**src/rtl/gen_pack_pkg.sv**
```systemverilog
// Shared helpers for the width-up packer: lane-mask generation and staging-lane insert.
// Helpers work on fixed maximum widths so any DAT_W/RATIO instance can slice the result.
package gen_pack_pkg;

    localparam int unsigned MAX_DAT_W = 32;
    localparam int unsigned MAX_LANES = 32;
    localparam int unsigned MAX_STG_W = 256;

    // Mask with the low 'fill' lanes set.
    function automatic logic [MAX_LANES-1:0] msk_from_fill(input int unsigned fill);
        logic [MAX_LANES-1:0] msk;
        if (fill >= MAX_LANES) begin
            msk = {MAX_LANES{1'b1}};
        end else begin
            msk = (MAX_LANES'(1'b1) << fill) - MAX_LANES'(1'b1);
        end
        return msk;
    endfunction

    // Overwrite lane 'lane' of width dat_w inside the staging vector.
    function automatic logic [MAX_STG_W-1:0] lane_insert(
        input logic [MAX_STG_W-1:0] stg,
        input int unsigned          lane,
        input int unsigned          dat_w,
        input logic [MAX_DAT_W-1:0] dat
    );
        logic [MAX_STG_W-1:0] lane_msk;
        lane_msk = ((MAX_STG_W'(1'b1) << dat_w) - MAX_STG_W'(1'b1)) << (lane * dat_w);
        return (stg & ~lane_msk) | ((MAX_STG_W'(dat) << (lane * dat_w)) & lane_msk);
    endfunction

endpackage

```
**src/rtl/gen_fifo_pack.sv**
```systemverilog
// Width-up packer: pops DAT_W words from a same-cycle FIFO read port and emits RATIO-word
// beats on a valid/ready port with lane mask; flush emits a partial beat.
module gen_fifo_pack
    import gen_pack_pkg::*;
#(
    parameter int unsigned DAT_W = 4,
    parameter int unsigned RATIO = 4
) (
    input  logic                     clk,
    input  logic                     rst,
    input  logic                     fifo_empty,
    input  logic [DAT_W-1:0]         fifo_dat,
    output logic                     fifo_pop,
    input  logic                     flush,
    output logic                     out_vld,
    input  logic                     out_rdy,
    output logic [DAT_W*RATIO-1:0]   out_dat,
    output logic [RATIO-1:0]         out_msk,
    output logic                     out_last,
    output logic [$clog2(RATIO)-1:0] sts_fill
);

    localparam int unsigned OUT_W = DAT_W * RATIO;
    localparam int unsigned IDX_W = $clog2(RATIO);
    localparam int unsigned STG_W = DAT_W * (RATIO - 1);

    logic [STG_W-1:0] stg_r;
    logic [IDX_W-1:0] idx_r;
    logic             flush_pend_r;
    logic             out_vld_r;
    logic [OUT_W-1:0] out_dat_r;
    logic [RATIO-1:0] out_msk_r;
    logic             out_last_r;

    logic             out_free_s;
    logic             pop_s;
    logic             flush_req_s;
    logic [STG_W-1:0] stg_nxt_s;
    logic [IDX_W-1:0] idx_nxt_s;
    logic             flush_pend_nxt_s;
    logic             out_vld_nxt_s;
    logic [OUT_W-1:0] out_dat_nxt_s;
    logic [RATIO-1:0] out_msk_nxt_s;
    logic             out_last_nxt_s;

    // Pop/flush arbitration and next-state of staging and output register.
    always_comb begin
        out_free_s       = ~out_vld_r | out_rdy;
        pop_s            = ~fifo_empty & out_free_s & ~flush & ~flush_pend_r;
        flush_req_s      = flush | flush_pend_r;
        stg_nxt_s        = stg_r;
        idx_nxt_s        = idx_r;
        flush_pend_nxt_s = flush_pend_r;
        out_vld_nxt_s    = out_vld_r & ~out_rdy;
        out_dat_nxt_s    = out_dat_r;
        out_msk_nxt_s    = out_msk_r;
        out_last_nxt_s   = out_last_r;
        if (pop_s) begin
            if (idx_r == IDX_W'(RATIO - 1)) begin
                out_dat_nxt_s  = {fifo_dat, stg_r};
                out_msk_nxt_s  = {RATIO{1'b1}};
                out_last_nxt_s = 1'b0;
                out_vld_nxt_s  = 1'b1;
                stg_nxt_s      = {STG_W{1'b0}};
                idx_nxt_s      = {IDX_W{1'b0}};
            end else begin
                stg_nxt_s = STG_W'(lane_insert(MAX_STG_W'(stg_r), 32'(idx_r), DAT_W,
                                               MAX_DAT_W'(fifo_dat)));
                idx_nxt_s = idx_r + IDX_W'(1'b1);
            end
        end else if (flush_req_s) begin
            if (out_free_s) begin
                flush_pend_nxt_s = 1'b0;
                if (idx_r != {IDX_W{1'b0}}) begin
                    // Unused staging lanes are already zero, so no extra masking is needed.
                    out_dat_nxt_s  = {{DAT_W{1'b0}}, stg_r};
                    out_msk_nxt_s  = RATIO'(msk_from_fill(32'(idx_r)));
                    out_last_nxt_s = 1'b1;
                    out_vld_nxt_s  = 1'b1;
                    stg_nxt_s      = {STG_W{1'b0}};
                    idx_nxt_s      = {IDX_W{1'b0}};
                end else begin
                    stg_nxt_s = stg_r;
                end
            end else begin
                flush_pend_nxt_s = 1'b1;
            end
        end else begin
            flush_pend_nxt_s = flush_pend_r;
        end
    end

    // State and output registers.
    always_ff @(posedge clk or posedge rst) begin
        if (rst) begin
            stg_r        <= {STG_W{1'b0}};
            idx_r        <= {IDX_W{1'b0}};
            flush_pend_r <= 1'b0;
            out_vld_r    <= 1'b0;
            out_dat_r    <= {OUT_W{1'b0}};
            out_msk_r    <= {RATIO{1'b0}};
            out_last_r   <= 1'b0;
        end else begin
            stg_r        <= stg_nxt_s;
            idx_r        <= idx_nxt_s;
            flush_pend_r <= flush_pend_nxt_s;
            out_vld_r    <= out_vld_nxt_s;
            out_dat_r    <= out_dat_nxt_s;
            out_msk_r    <= out_msk_nxt_s;
            out_last_r   <= out_last_nxt_s;
        end
    end

    assign fifo_pop = pop_s;
    assign out_vld  = out_vld_r;
    assign out_dat  = out_dat_r;
    assign out_msk  = out_msk_r;
    assign out_last = out_last_r;
    assign sts_fill = idx_r;

endmodule

```
**config.mk**
```make
export PLATFORM = sky130hd
export DESIGN_NAME = gen_fifo_pack
export DESIGN_NICKNAME = d
export VERILOG_FILES = /design/src/rtl/gen_pack_pkg.sv /design/src/rtl/gen_fifo_pack.sv
export SDC_FILE = /design/constraint.sdc
export NUM_CORES = 1
export LEC_CHECK = 0
export CORE_UTILIZATION = 50
export DETAILED_ROUTE_END_ITERATION = 10
export GPL_TIMING_DRIVEN = 0
export HOLD_SLACK_MARGIN = 0.12
export PLACE_DENSITY_LB_ADDON = 0.3
export SETUP_SLACK_MARGIN = 0.1
export SYNTH_ARGS = -nofsm -noshare
export SYNTH_HDL_FRONTEND = slang
export SYNTH_SLANG_ARGS = --single-unit
```
**constraint.sdc**
```tcl
create_clock -name clk -period 2.1 [get_ports clk]
set_input_delay 0.21 -clock clk [delete_from_list [all_inputs] [get_ports clk]]
set_output_delay 0.21 -clock clk [all_outputs]
set_load 0.005 [all_outputs]
```
After elaboration in Yosys (flattened, before gate mapping)
Cells that the tools add are included.
Widths: inputs -> output; s select.

storage, ports and cells
  register bits = 37
  input bits = 9
  output and inout port bits = 25
  logic and storage cells = 68

operators by class
  $add $sub $neg = 2
  equal/unequal tests = 2
  shift-type cells = 3
  multiplexer cells = 31
  bitwise operators = 16
  reductions and logical operators = 7

operators with widths
  operator              count
  $mux 16               5
  $mux 12               5
  $and 12x12->12        2
  $mux 4                5
  $not 12->12           1
  $or 12x12->12         1
  $shl 4x4->12          1
  $shl 4x4->12 const A  1
  $mux 1                11
  $mux 2                5
  $reduce_bool 2->1     4
  $not 1->1             6
  $and 1x1->1           4
  $reduce_and 4->1      1
  $shl 1x2->4 const A   1
  $sub 4x1->4 const B   1
  $reduce_and 3->1      1
  $add 2x1->2 const B   1
  $eq 2x2->1 const B    1
  $ne 2x1->1 const B    1
  $or 1x1->1            2
  $reduce_and 2->1      1

Depth between registers and ports, before layout
Gate-level depths: netlist of the first run.

  depth in word-level cells = 7
  depth in mapped cells = 8
  depth with buffers taken out = 6

Worst setup path after synthesis of the first run
No wires, ideal clock.

  kind = flip-flop to flip-flop
  from = register idx_r[0], in the netlist sts_fill[0]
  to = register stg_r[0]
  library setup time = 0.123 ns
  data arrival time = 1.739 ns
  data required time = 1.977 ns
  setup slack = 0.237 ns
  stages on the path, launching flop included = 9
  buffers on the path = 3
  clock period less this slack = 1.863 ns
  path through = dfrtp_1 -> inv_1 -> ha_1 -> clkbuf_1 -> or3_1 -> buf_2 -> nand2b_1 -> buf_2 -> a21oi_1

on the way
  word-level cells in the longest chain between the ends = 6
  elaborated cells on any way between the ends = 12
  classes of those cells = eq/ne (1); shift (2); mux (2); bitwise (4); reduce/logical (3)

RTL lines
  item                      RTL line              RTL
  start: declaration        gen_fifo_pack.sv:28   logic [IDX_W-1:0] idx_r;
  start signal: assignment  gen_fifo_pack.sv:97   idx_r <= {IDX_W{1'b0}};
  start signal: assignment  gen_fifo_pack.sv:105  idx_r <= idx_nxt_s;
  $shl 4x4->12              gen_pack_pkg.sv:28    lane_msk = ((MAX_STG_W'(1'b1) << dat_w) - MAX_STG_W'(1'b1)) << (lane * dat_w);
  $not 12->12               gen_pack_pkg.sv:29    return (stg & ~lane_msk) | ((MAX_STG_W'(dat) << (lane * dat_w)) & lane_msk);
  $and 12x12->12            gen_pack_pkg.sv:29
  $or 12x12->12             gen_pack_pkg.sv:29
  $mux 12                   gen_fifo_pack.sv:59   if (idx_r == IDX_W'(RATIO - 1)) begin
  $mux 12                   gen_fifo_pack.sv:58   if (pop_s) begin
  end signal: assignment    gen_fifo_pack.sv:96   stg_r <= {STG_W{1'b0}};
  end signal: assignment    gen_fifo_pack.sv:104  stg_r <= stg_nxt_s;
  end: declaration          gen_fifo_pack.sv:27   logic [STG_W-1:0] stg_r;

Several ways; a longest one is shown, not always the timed one.
A chain may end at the register's enable or synchronous reset.

Final worst setup path of the first run
  from = register idx_r[1], in the netlist sts_fill[1]
  to = register out_dat_r[2], in the netlist out_dat[2]

on the way
  word-level cells in the longest chain between the ends = 3
  elaborated cells on any way between the ends = 5
  classes of those cells = eq/ne (2); reduce/logical (3)

RTL lines
  item                                                              RTL line                                  RTL
  $eq 2x2->1 / $reduce_bool 2->1 (equally long branches)            gen_fifo_pack.sv:59, gen_fifo_pack.sv:74
  $ne 2x1->1 (no line) / $reduce_bool 2->1 (equally long branches)  -
  $reduce_and 4->1 (no line) *                                      -
  end signal: assignment                                            gen_fifo_pack.sv:100                      out_dat_r <= {OUT_W{1'b0}};
  end signal: assignment                                            gen_fifo_pack.sv:108                      out_dat_r <= out_dat_nxt_s;
  end: declaration                                                  gen_fifo_pack.sv:31                       logic [OUT_W-1:0] out_dat_r;

Mark *: on every way between the ends. The rest lies on a longest branch, timed or not.

==> key figures, run 1 <==
Outcome
  • Outcome: finished clean

GRT
  • GRT Resource Usage Total: 21.16%
  • First-pass GRT wire length: ~5500 µm
  • Initial antenna violation count: 0
  • Vias in the first global route: ~1,200
  • GRT overflow: 0
  • Pin count of the biggest net entering global routing: 38

Synth
  • Number of flops mapped to enable cells by yosys: 0
  • Yosys cell types: 31
  • Largest family of logic cells by synthesized area: simple AND/OR/NAND/NOR gates
  • Post-synthesis compound-gate area fraction: 7.922%
  • Async S/R FF share, synth: between 90% and 100%
  • Mapped Area: around 1700 µm²
  • Synth Area in Simple Gates: 20.85%
  • Number of synthesized register bits: 37
  • Multiplexer share of the synthesized area: about a tenth
  • Sequential area share after synthesis: approximately 55%
  • Synth Area per Inst: between 10 and 15 µm²
  • Synth Area in Adders: 2.990%
  • Synth warnings: 0
  • Mapped Cells: 150
  • Synth Flop Type: dfrtp_1
  • Net count after synthesis: between 150 and 200
  • Post-Synth XOR/XNOR Area: 0%

STA
  • Final setup viols: 0
  • Worst slew margin: 49.42%
  • Setup TNS: 0 ns
  • Slew @ Worst Pin: 0.7575 ns
  • Peak Freq: ~530 MHz
  • Max Transition Viols Final: 0
  • RSZ-0062 raised after global routing: no
  • Final hold vios: 0
  • Final Skew: 0.005795 ns
  • PnR worst setup slack: a little over 0.2 ns
  • Tmin final: ~1.9 ns
  • Period utilisation layout: between 90% and 100%

Routing
  • Routed wire length: ~3400 µm
  • TritonRoute pass-1 iters: 4
  • Via/cell ratio: between 5 and 6
  • Wire per inst: between 10 and 15 µm
  • ANT nets after route: 0
  • DR iter-0 viols: 30
  • Vias: 1,249
  • # DRC: 0

Place
  • Dpl hpwl: 2337 µm
  • RD Place Congestion: between 0.8 and 0.9
  • I/O Buffers: 33
  • Pre-CTS setup slack: -0.1517 ns
  • DP Area: slightly above 2000 µm²
  • Placed Cells: between 200 and 250

Critical path
  • Startpoint Class: register
  • CP Data Required Time: between 2 and 2.5 ns
  • Critical Path End Type: register
  • CP max FO: 10
  • Arrival time of the worst setup path: around 2.1 ns
  • Setup CP Type: register to register

Clocking
  • Hold_buf cts: 0
  • CTS root buffer: clkbuf_4
  • Skew-Pair Late Insertion Delay: 0.33 ns
  • Max clock buf depth: 2
  • Clock-pin slew on the worst setup and hold paths: roughly 0.11 ns
  • CTS buffer count: 5
  • CTS Sinks: 37
  • # H-tree levels: 2
  • CTS tree: yes

Power
  • Peak supply drop: 664.1 µV
  • P_leak: ~1 nW
  • Pwr per Cell Area: around 1200 nW/µm²
  • Final Power: about 2.5 mW

Worst hold path
  • Hold crit path type: primary input to asynchronous set/reset pin

Finish
  • Final instance area: approximately 2200 µm²
  • Finished Layout Cells: approximately 240
  • Area Growth Syn to Fin: 31.46%
  • Final nets: between 200 and 250
  • Fraction of layout cells with a size suffix above 1: roughly a quarter
  • Diode count: 0

Floorplanning
  • Die ar.: approximately 3600 µm²
  • Height of the die: 59.87 µm
  • Ports: 34
  • Starting Density: 53.95%
  • Die Wd: 59.87 µm
  • Row count: 20
  • Total core area: 3103 µm²

Job
  • # Max-Cap Violations: 0
==> placed cells by master, fill, tap and decap left out, types with 2 or more instances in the layout <==
master            n
buf_4             7
buf_2             2
or2_2             6
or2_1             2
mux2_4           10
o21ai_0           7
nand4_1           6
nor2_1            5
dlymetal6s2s_1    2
clkbuf_4          5
mux2_2            2
inv_1             3
buf_6             2
nand2b_1          2
a21oi_1          12
clkdlybuf4s50_1  32
or3_1             2
dfrtp_2           2
nand2_1          30
nor2b_1           2
ha_1              4
dfrtp_1          35
==> metrics by stage <==
| step | util, % | hold WS, ns |
|---|---|---|
| final | 70.93 | 0.3297 |
| after global routing | 70.93 | 0.3912 |
| after CTS | 69.15 | 0.5010 |
| after detailed placement | 66.37 | 0.4738 |
| after global placement | 66.37 | 0.4637 |
| after floorplan | - | 0.3268 |
==> power by group <==
part           switching (mW)  internal, mW
sequential              0.135         0.910
clock                   0.219         0.116
combinational           0.512         0.639
==> metal layers <==
layer | track usage, % | up-vias | part of all wire, %
li1 | - | 609 | -
met1 | 26.23 | 605 | 45
met2 | 35.24 | 30 | 50
met3 | 6.061 | 5 | 4.1
met4 | 7.309 | 0 | 1.3
met5 | 0 | - | 0
==> synth_stat cells (2+ instances only) <==
library cell  count  area share, %
or2_1             2           0.75
mux2_4           10            9.0
nand2b_1          2           0.75
nand4_1           6            2.2
clkbuf_1          2           0.45
mux2_2            2            1.3
nor2_1            6            1.3
nand2_1          30            6.7
o21ai_0           7            2.1
ha_1              4            3.0
dfrtp_1          37             55
or3_1             2           0.75
nor2b_1           2           0.75
inv_1             4           0.90
buf_2             2           0.60
a21oi_1          12            3.6
or2_2             6            2.2
==> logic make-up (layout without fill, tap and decap cells) <==
kind of cell	after synthesis	count (layout)
AO/OA/AOI/OAI	24	24
adder cells (fa/ha/maj)	4	4
buffers and inverters	9	56
flip-flops	37	37
multiplexers	12	12
AND/OR/NAND/NOR	64	64
==> worst max-delay path, cell delays in order, from the launching register on <==
cell	delay (ns)
dfrtp_2	0.42
buf_4	0.13
ha_1	0.18
inv_1	0.09
nor4b_4	0.36
nor2_2	0.12
buf_6	0.17
mux2_4	0.30
==> registers in the layout, indices dropped and copies added, names as in the netlist <==
name          flops
out_vld           1
out_msk           4
out_dat          16
stg_r            12
out_last          1
sts_fill          2
flush_pend_r      1
==> worst paths after layout <==
kind	cells after the start	endpoint	slack, ns	startpoint
worst max-delay path	7	out_dat[2]$_DFFE_PP0P_	0.21	sts_fill[1]$_DFFE_PP0P_
worst min-delay path	2	stg_r[7]$_DFFE_PP0P_	0.33	rst
worst max register to register	7	out_dat[2]$_DFFE_PP0P_	0.21	sts_fill[1]$_DFFE_PP0P_
worst min register to register	1	out_msk[0]$_DFFE_PP0P_	0.49	out_msk[0]$_DFFE_PP0P_
max in group asynchronous	2	sts_fill[0]$_DFFE_PP0P_	1.25	rst
min in group clk	1	out_msk[0]$_DFFE_PP0P_	0.49	out_msk[0]$_DFFE_PP0P_
==> timing repair <==
item                                   CTS  global route
setup endpoints to repair               23            23
setup buffers                            3             5
endpoints found under the hold margin    0             0
pin swaps                                3             2
resized for setup                        6             5
==> cell type report <==
type	instances	area [µm²]
Fill cell	265	902.1
Tap cell	44	55.05
Multi-Input combinational cell	104	725.7
Sequential cell	37	928.4
Timing Repair Buffer	41	397.9
Clock buffer	5	37.54
Buffer	5	36.28
Clock inverter	1	5.005
Inverter	4	15.01
No activity file was read; power rests on OpenSTA's default activity.
==> run 2, diff against run 1 <==
--- a/config.mk
+++ b/config.mk
@@ -11,6 +11,7 @@
 export HOLD_SLACK_MARGIN = 0.12
 export PLACE_DENSITY_LB_ADDON = 0.3
 export SETUP_SLACK_MARGIN = 0.1
+export SLEW_MARGIN = 20
 export SYNTH_ARGS = -nofsm -noshare
 export SYNTH_HDL_FRONTEND = slang
 export SYNTH_SLANG_ARGS = --single-unit
==> run 2 against run 1 <==
  * Core utilization did not move
  * Register-to-register slack is essentially flat
  * Critical path type unchanged
  * Non-clock buffer count did not move
  * Fmax is the same
  * Largest cell class unchanged
  * Final area stayed put
==> key figures, run 2 (synthesis results as in run 1) <==
Clocking
  • CTS root buffer: clkbuf_4
  • CTS buffer count: 5
  • CTS tree: yes
  • CTS Sinks: 37
  • # H-tree levels: 2
  • Clock-pin slew on the worst setup and hold paths: 0.11 ns
  • Max clock buf depth: 2
  • Skew-Pair Late Insertion Delay: ~0.33 ns

Finish
  • Most frequent cells in the layout: dfrtp_1 (35), clkdlybuf4s50_1 (32), nand2_1 (30)
  • Area Growth Syn to Fin: 31.46%
  • Fillcell total: roughly 260
  • Fraction of layout cells with a size suffix above 1: a little under a quarter
  • Max reg flops: 16
  • Final nets: around 210
  • Most common cell after layout, fill and taps aside: dfrtp_1
  • Reg area: between 900 and 1000 µm²
  • Diode count: 0
  • Area of the multi-input gates: 725.7 µm²

Floorplanning
  • Height of the die: roughly 60 µm
  • Die ar.: approximately 3600 µm²
  • Total core area: approximately 3100 µm²
  • Ports: 34
  • Die Wd: 59.87 µm
  • Row count: 20
  • Starting Density: 53.95%

Critical path
  • Setup CP Type: register to register
  • Startpoint Class: register
  • R2r setup slk: just over 0.2 ns
  • Top cell family by delay on the critical path: simple AND/OR/NAND/NOR gates
  • WP buf/inv: 3
  • Crit-path cells: buf_4, ha_1, inv_1, nor4b_4, nor2_2, buf_6, mux2_4
  • Max incr delay on CP: around 0.42 ns
  • CP Data Required Time: between 2 and 2.5 ns
  • Arrival time of the worst setup path: approximately 2.1 ns
  • CP max FO: 10
  • Slowest CP cell: dfrtp_2
  • Critical Path End Type: register

GRT
  • GRT Resource Usage Total: 21.16%
  • Met2 usage: around a third
  • GR Util met1: between 20% and 30%
  • Vias in the first global route: 1,233
  • GRT overflow: 0
  • Grt met3 use: 6.061%
  • First-pass GRT wire length: between 5000 and 6000 µm
  • Initial antenna violation count: 0
  • Pin count of the biggest net entering global routing: 38
  • GRT busiest layer: met2

STA
  • Final Skew: between 0.005 and 0.006 ns
  • RSZ-0062 raised after global routing: no
  • Peak Freq: roughly 530 MHz
  • Slew @ Worst Pin: ~0.76 ns
  • Tmin final: about 1.9 ns
  • Setup TNS: 0 ns
  • Final hold vios: 0
  • Period utilisation layout: between 90% and 100%
  • Max Transition Viols Final: 0
  • Worst slew margin: 49.33%
  • Final setup viols: 0

Power
  • P_leak: roughly 1.0 nW
  • Peak supply drop: roughly 660 µV
  • Final Power: about 2.5 mW
  • Pwr per Cell Area: around 1200 nW/µm²

Routing
  • DR iter-0 viols: 30
  • Wire per inst: ~14 µm
  • ANT nets after route: 0
  • Via/cell ratio: about 5.2
  • TritonRoute pass-1 iters: 4
  • Routed wire length: between 3000 and 4000 µm
  • Vias: between 1,000 and 1,500
  • # DRC: 0

Place
  • RD Place Congestion: 0.8591
  • I/O Buffers: 33
  • Dpl hpwl: between 2000 and 2500 µm

Job
  • # Max-Cap Violations: 0

Outcome
  • Outcome: finished clean

Worst hold path
  • Hold crit path type: primary input to asynchronous set/reset pin
-- run 2: final timing paths --
path                            depth (start not counted)                      end                     from
worst max-delay path                                    7   out_dat[2]$_DFFE_PP0P_  sts_fill[1]$_DFFE_PP0P_
worst min-delay path                                    2     stg_r[7]$_DFFE_PP0P_                      rst
worst max register to register                          7   out_dat[2]$_DFFE_PP0P_  sts_fill[1]$_DFFE_PP0P_
worst min register to register                          1   out_msk[0]$_DFFE_PP0P_   out_msk[0]$_DFFE_PP0P_
max in group asynchronous                               2  sts_fill[0]$_DFFE_PP0P_                      rst
min in group clk                                        1   out_msk[0]$_DFFE_PP0P_   out_msk[0]$_DFFE_PP0P_
-- run 2: timing repair --
item | 4_1_cts | 5_1_grt
hold buffers | 0 | 0
hold endpoints to repair | 0 | 0
gates resized for setup | 6 | 5
pin swaps | 3 | 2
setup endpoints to repair | 23 | 23
setup buffers | 3 | 5
-- run 2: final cells by class --
type / instances / share of cell area (%)
flip-flops and latches: 37 / 42.18
multi-input cells: 104 / 32.97
repair buffers: 41 / 18.08
well taps: 44 / 2.501
clock buffers: 5 / 1.706
plain buffers: 5 / 1.649
inverters: 4 / 0.6822
clock inverters: 1 / 0.2274
-- run 2: stage by stage --
step / area, µm² / std cells / worst slack [ns] / hold WS, ns / util [%]
after detailed placement: 2059 / 227 / -0.1517 / 0.4738 / 66.37
final: 2201 / 241 / 0.2064 / 0.3274 / 70.93
after global placement: 2059 / 227 / -0.1325 / 0.4637 / 66.37
after floorplan: 1674 / 150 / 0.2372 / 0.3268 / -
after global routing: 2201 / 241 / 0.08875 / 0.3973 / 70.93
after CTS: 2146 / 236 / 0.1009 / 0.3477 / 69.15
-- run 2: routing by layer --
| metal | wire length, µm | part of all wire (%) | vias up |
|---|---|---|---|
| li1 | - | - | 609 |
| met1 | 1518 | 45 | 605 |
| met2 | 1679 | 50 | 30 |
| met3 | 138 | 4.1 | 5 |
| met4 | 44 | 1.3 | 0 |
| met5 | 0 | 0 | - |
-- run 2: report_power, final --
group / total, mW / leakage [nW] / switching (mW) / internal, mW
Combinational: 1.15 / 0.477 / 0.512 / 0.639
Sequential: 1.05 / 0.492 / 0.135 / 0.910
Clock: 0.335 / 0.0269 / 0.219 / 0.116
Total: 2.53 / 0.996 / 0.866 / 1.67
==> run 3, diff against run 2 <==
--- a/config.mk
+++ b/config.mk
@@ -10,7 +10,7 @@
 export GPL_TIMING_DRIVEN = 0
 export HOLD_SLACK_MARGIN = 0.12
 export PLACE_DENSITY_LB_ADDON = 0.3
-export SETUP_SLACK_MARGIN = 0.1
+export SETUP_SLACK_MARGIN = 0.15
 export SLEW_MARGIN = 20
 export SYNTH_ARGS = -nofsm -noshare
 export SYNTH_HDL_FRONTEND = slang
==> constraint.sdc (replaced) <==
create_clock -name clk -period 1.96 [get_ports clk]
set_input_delay 0.196 -clock clk [delete_from_list [all_inputs] [get_ports clk]]
set_output_delay 0.196 -clock clk [all_outputs]
set_load 0.005 [all_outputs]
==> run 3 against run 2 <==
  * Combinational power increased by 35%
  * Final cell count increased by 5.0%
  * Final area increased by 7.1%
  * Worst hold slack got worse by 0.041 ns
  * Non-clock buffer count increased by 10
  * Sequential power increased by 6%
==> key figures, run 3 (synthesis results as in run 1) <==
Outcome
  • Outcome: finished clean

Routing
  • Wire per inst: approximately 16 µm
  • TritonRoute pass-1 iters: 4
  • Vias: between 1,000 and 1,500
  • Via/cell ratio: 5.526
  • DR iter-0 viols: 55
  • ANT nets after route: 0
  • # DRC: 0
  • Routed wire length: around 4000 µm

GRT
  • GR Util met1: around 28%
  • Grt met3 use: 6.926%
  • GRT busiest layer: met2
  • First-pass GRT wire length: ~6000 µm
  • Met2 usage: between 30% and 40%
  • GRT overflow: 0
  • Vias in the first global route: between 1,000 and 1,500
  • Initial antenna violation count: 0
  • GRT Resource Usage Total: about a quarter
  • Pin count of the biggest net entering global routing: 38

Clocking
  • CTS root buffer: clkbuf_4
  • CTS tree: yes
  • CTS buffer count: 5
  • CTS Sinks: 37
  • Clock-pin slew on the worst setup and hold paths: ~0.11 ns
  • # H-tree levels: 2
  • Hold_buf cts: 0
  • Max clock buf depth: 2
  • Skew-Pair Late Insertion Delay: 0.34 ns

Floorplanning
  • Die ar.: 3584 µm²
  • Starting Density: a little over half
  • Die Wd: roughly 60 µm
  • Ports: 34
  • Height of the die: 59.87 µm
  • Row count: 20
  • Total core area: a little over 3000 µm²

Finish
  • Fraction of layout cells with a size suffix above 1: 31.10%
  • Area Growth Syn to Fin: 40.81%
  • Fillcell total: between 200 and 250
  • Most frequent cells in the layout: dfrtp_1 (34), clkdlybuf4s50_1 (32), nand2_1 (30)
  • Diode count: 0
  • Fin util: between 70 and 80%
  • Final nets: between 200 and 250
  • Max reg flops: 16
  • Most common cell after layout, fill and taps aside: dfrtp_1
  • Final instance area: 2357 µm²

STA
  • Final hold vios: 0
  • Final setup viols: 0
  • RSZ-0062 raised after global routing: yes
  • Worst slew margin: around 50%
  • Period utilisation layout: 90.53%
  • Final Skew: between 0.007 and 0.008 ns
  • Max Transition Viols Final: 0
  • Slew @ Worst Pin: 0.7525 ns
  • Tmin final: ~1.8 ns
  • Peak Freq: roughly 560 MHz

Critical path
  • CP max FO: 9
  • R2r endpoint: stg_r[4]$_DFFE_PP0P_
  • CP Data Required Time: roughly 2.2 ns
  • Critical Path End Type: register
  • Startpoint Class: register
  • R2r setup slk: 0.19 ns
  • Arrival time of the worst setup path: 2.04 ns
  • CP startpoint: sts_fill[0]$_DFFE_PP0P_
  • Setup CP Type: register to register
  • Worst Reg2Reg Path Length in Cells: 7
  • Reg2reg start: sts_fill[0]$_DFFE_PP0P_
  • Critical path endpoint: stg_r[4]$_DFFE_PP0P_

Worst hold path
  • Hold crit path type: primary input to asynchronous set/reset pin

Power
  • P_leak: around 1.1 nW
  • Peak supply drop: roughly 760 µV
  • Pwr per Cell Area: approximately 1300 nW/µm²
  • Final Power: a little over 3 mW

Job
  • # Max-Cap Violations: 0

Place
  • DP Area: between 2000 and 2500 µm²
  • Dpl hpwl: roughly 2500 µm
  • RD Place Congestion: approximately 0.84
  • I/O Buffers: 33
-- run 3: changes by cell type in the layout (fill, tap and decap cells not counted), moves of 2 or more --
cell,change
buf_2,-2
clkbuf_8,+2
buf_4,+12
dlymetal6s2s_1,-2
-- run 3: worst min path at each step --
stage	start	endpoint	slack, ns	cells after the start
after floorplan	fifo_dat[0]	out_dat[12]$_DFFE_PP0P_	0.31	2
after global placement	out_msk[0]$_DFFE_PP0P_	out_msk[0]$_DFFE_PP0P_	0.46	1
after detailed placement	out_last$_DFFE_PP0P_	out_last$_DFFE_PP0P_	0.47	1
after CTS	rst	out_dat[1]$_DFFE_PP0P_	0.31	2
after global routing	rst	stg_r[4]$_DFFE_PP0P_	0.35	2
final	rst	out_dat[0]$_DFFE_PP0P_	0.29	2
-- run 3: worst max-delay path, stage by stage, from the launching register on --
cell and delay, ns:
dfrtp_2 0.38, inv_1 0.06, ha_1 0.19, buf_4 0.17, o21ai_2 0.09, nand4_1 0.25
or2_2 0.37, a21oi_1 0.19
-- run 3: layout make-up --
type | instances | area (µm²) | share of cell area, %
Buffer | 5 | 51.30 | 2.176
Clock buffer | 7 | 65.06 | 2.760
Clock inverter | 1 | 5.005 | 0.2123
Inverter | 4 | 15.01 | 0.6369
Multi-Input combinational cell | 104 | 754.5 | 32.01
Sequential cell | 37 | 929.6 | 39.44
Tap cell | 44 | 55.05 | 2.335
Timing Repair Buffer | 51 | 481.7 | 20.44
-- run 3: what timing repair did --
action                                  in CTS  in global routing
gates resized for setup                      8                 15
pin swaps                                    4                  6
cloned                                       0                  2
endpoints found under the setup margin      25                 29
endpoints found under the hold margin        0                  0
buffers inserted                             9                  7
-- run 3: report_power, final --
group	internal (mW)	leakage, nW	switching [mW]
sequential	0.976	0.491	0.135
combinational	0.875	0.524	0.678
clock	0.208	0.0413	0.246
-- run 3: metal layers --
layer  share of wire, %  routed length [µm]
met2                 50                2022
met4                2.9                 115
met3                5.7                 227
met5                  0                   0
met1                 41                1646
-- run 3: stage by stage --
stage	TNS (ns)	hold slack, ns	instances	worst slack (ns)
4_1_cts	0	0.3094	244	0.1352
3_3_place_gp	-0.3096	0.4637	227	-0.2405
2_1_floorplan	0	0.3128	150	0.1848
5_1_grt	0	0.3505	253	0.09888
3_5_place_dp	-1.111	0.4685	227	-0.2918
6_report	0	0.2861	253	0.1856
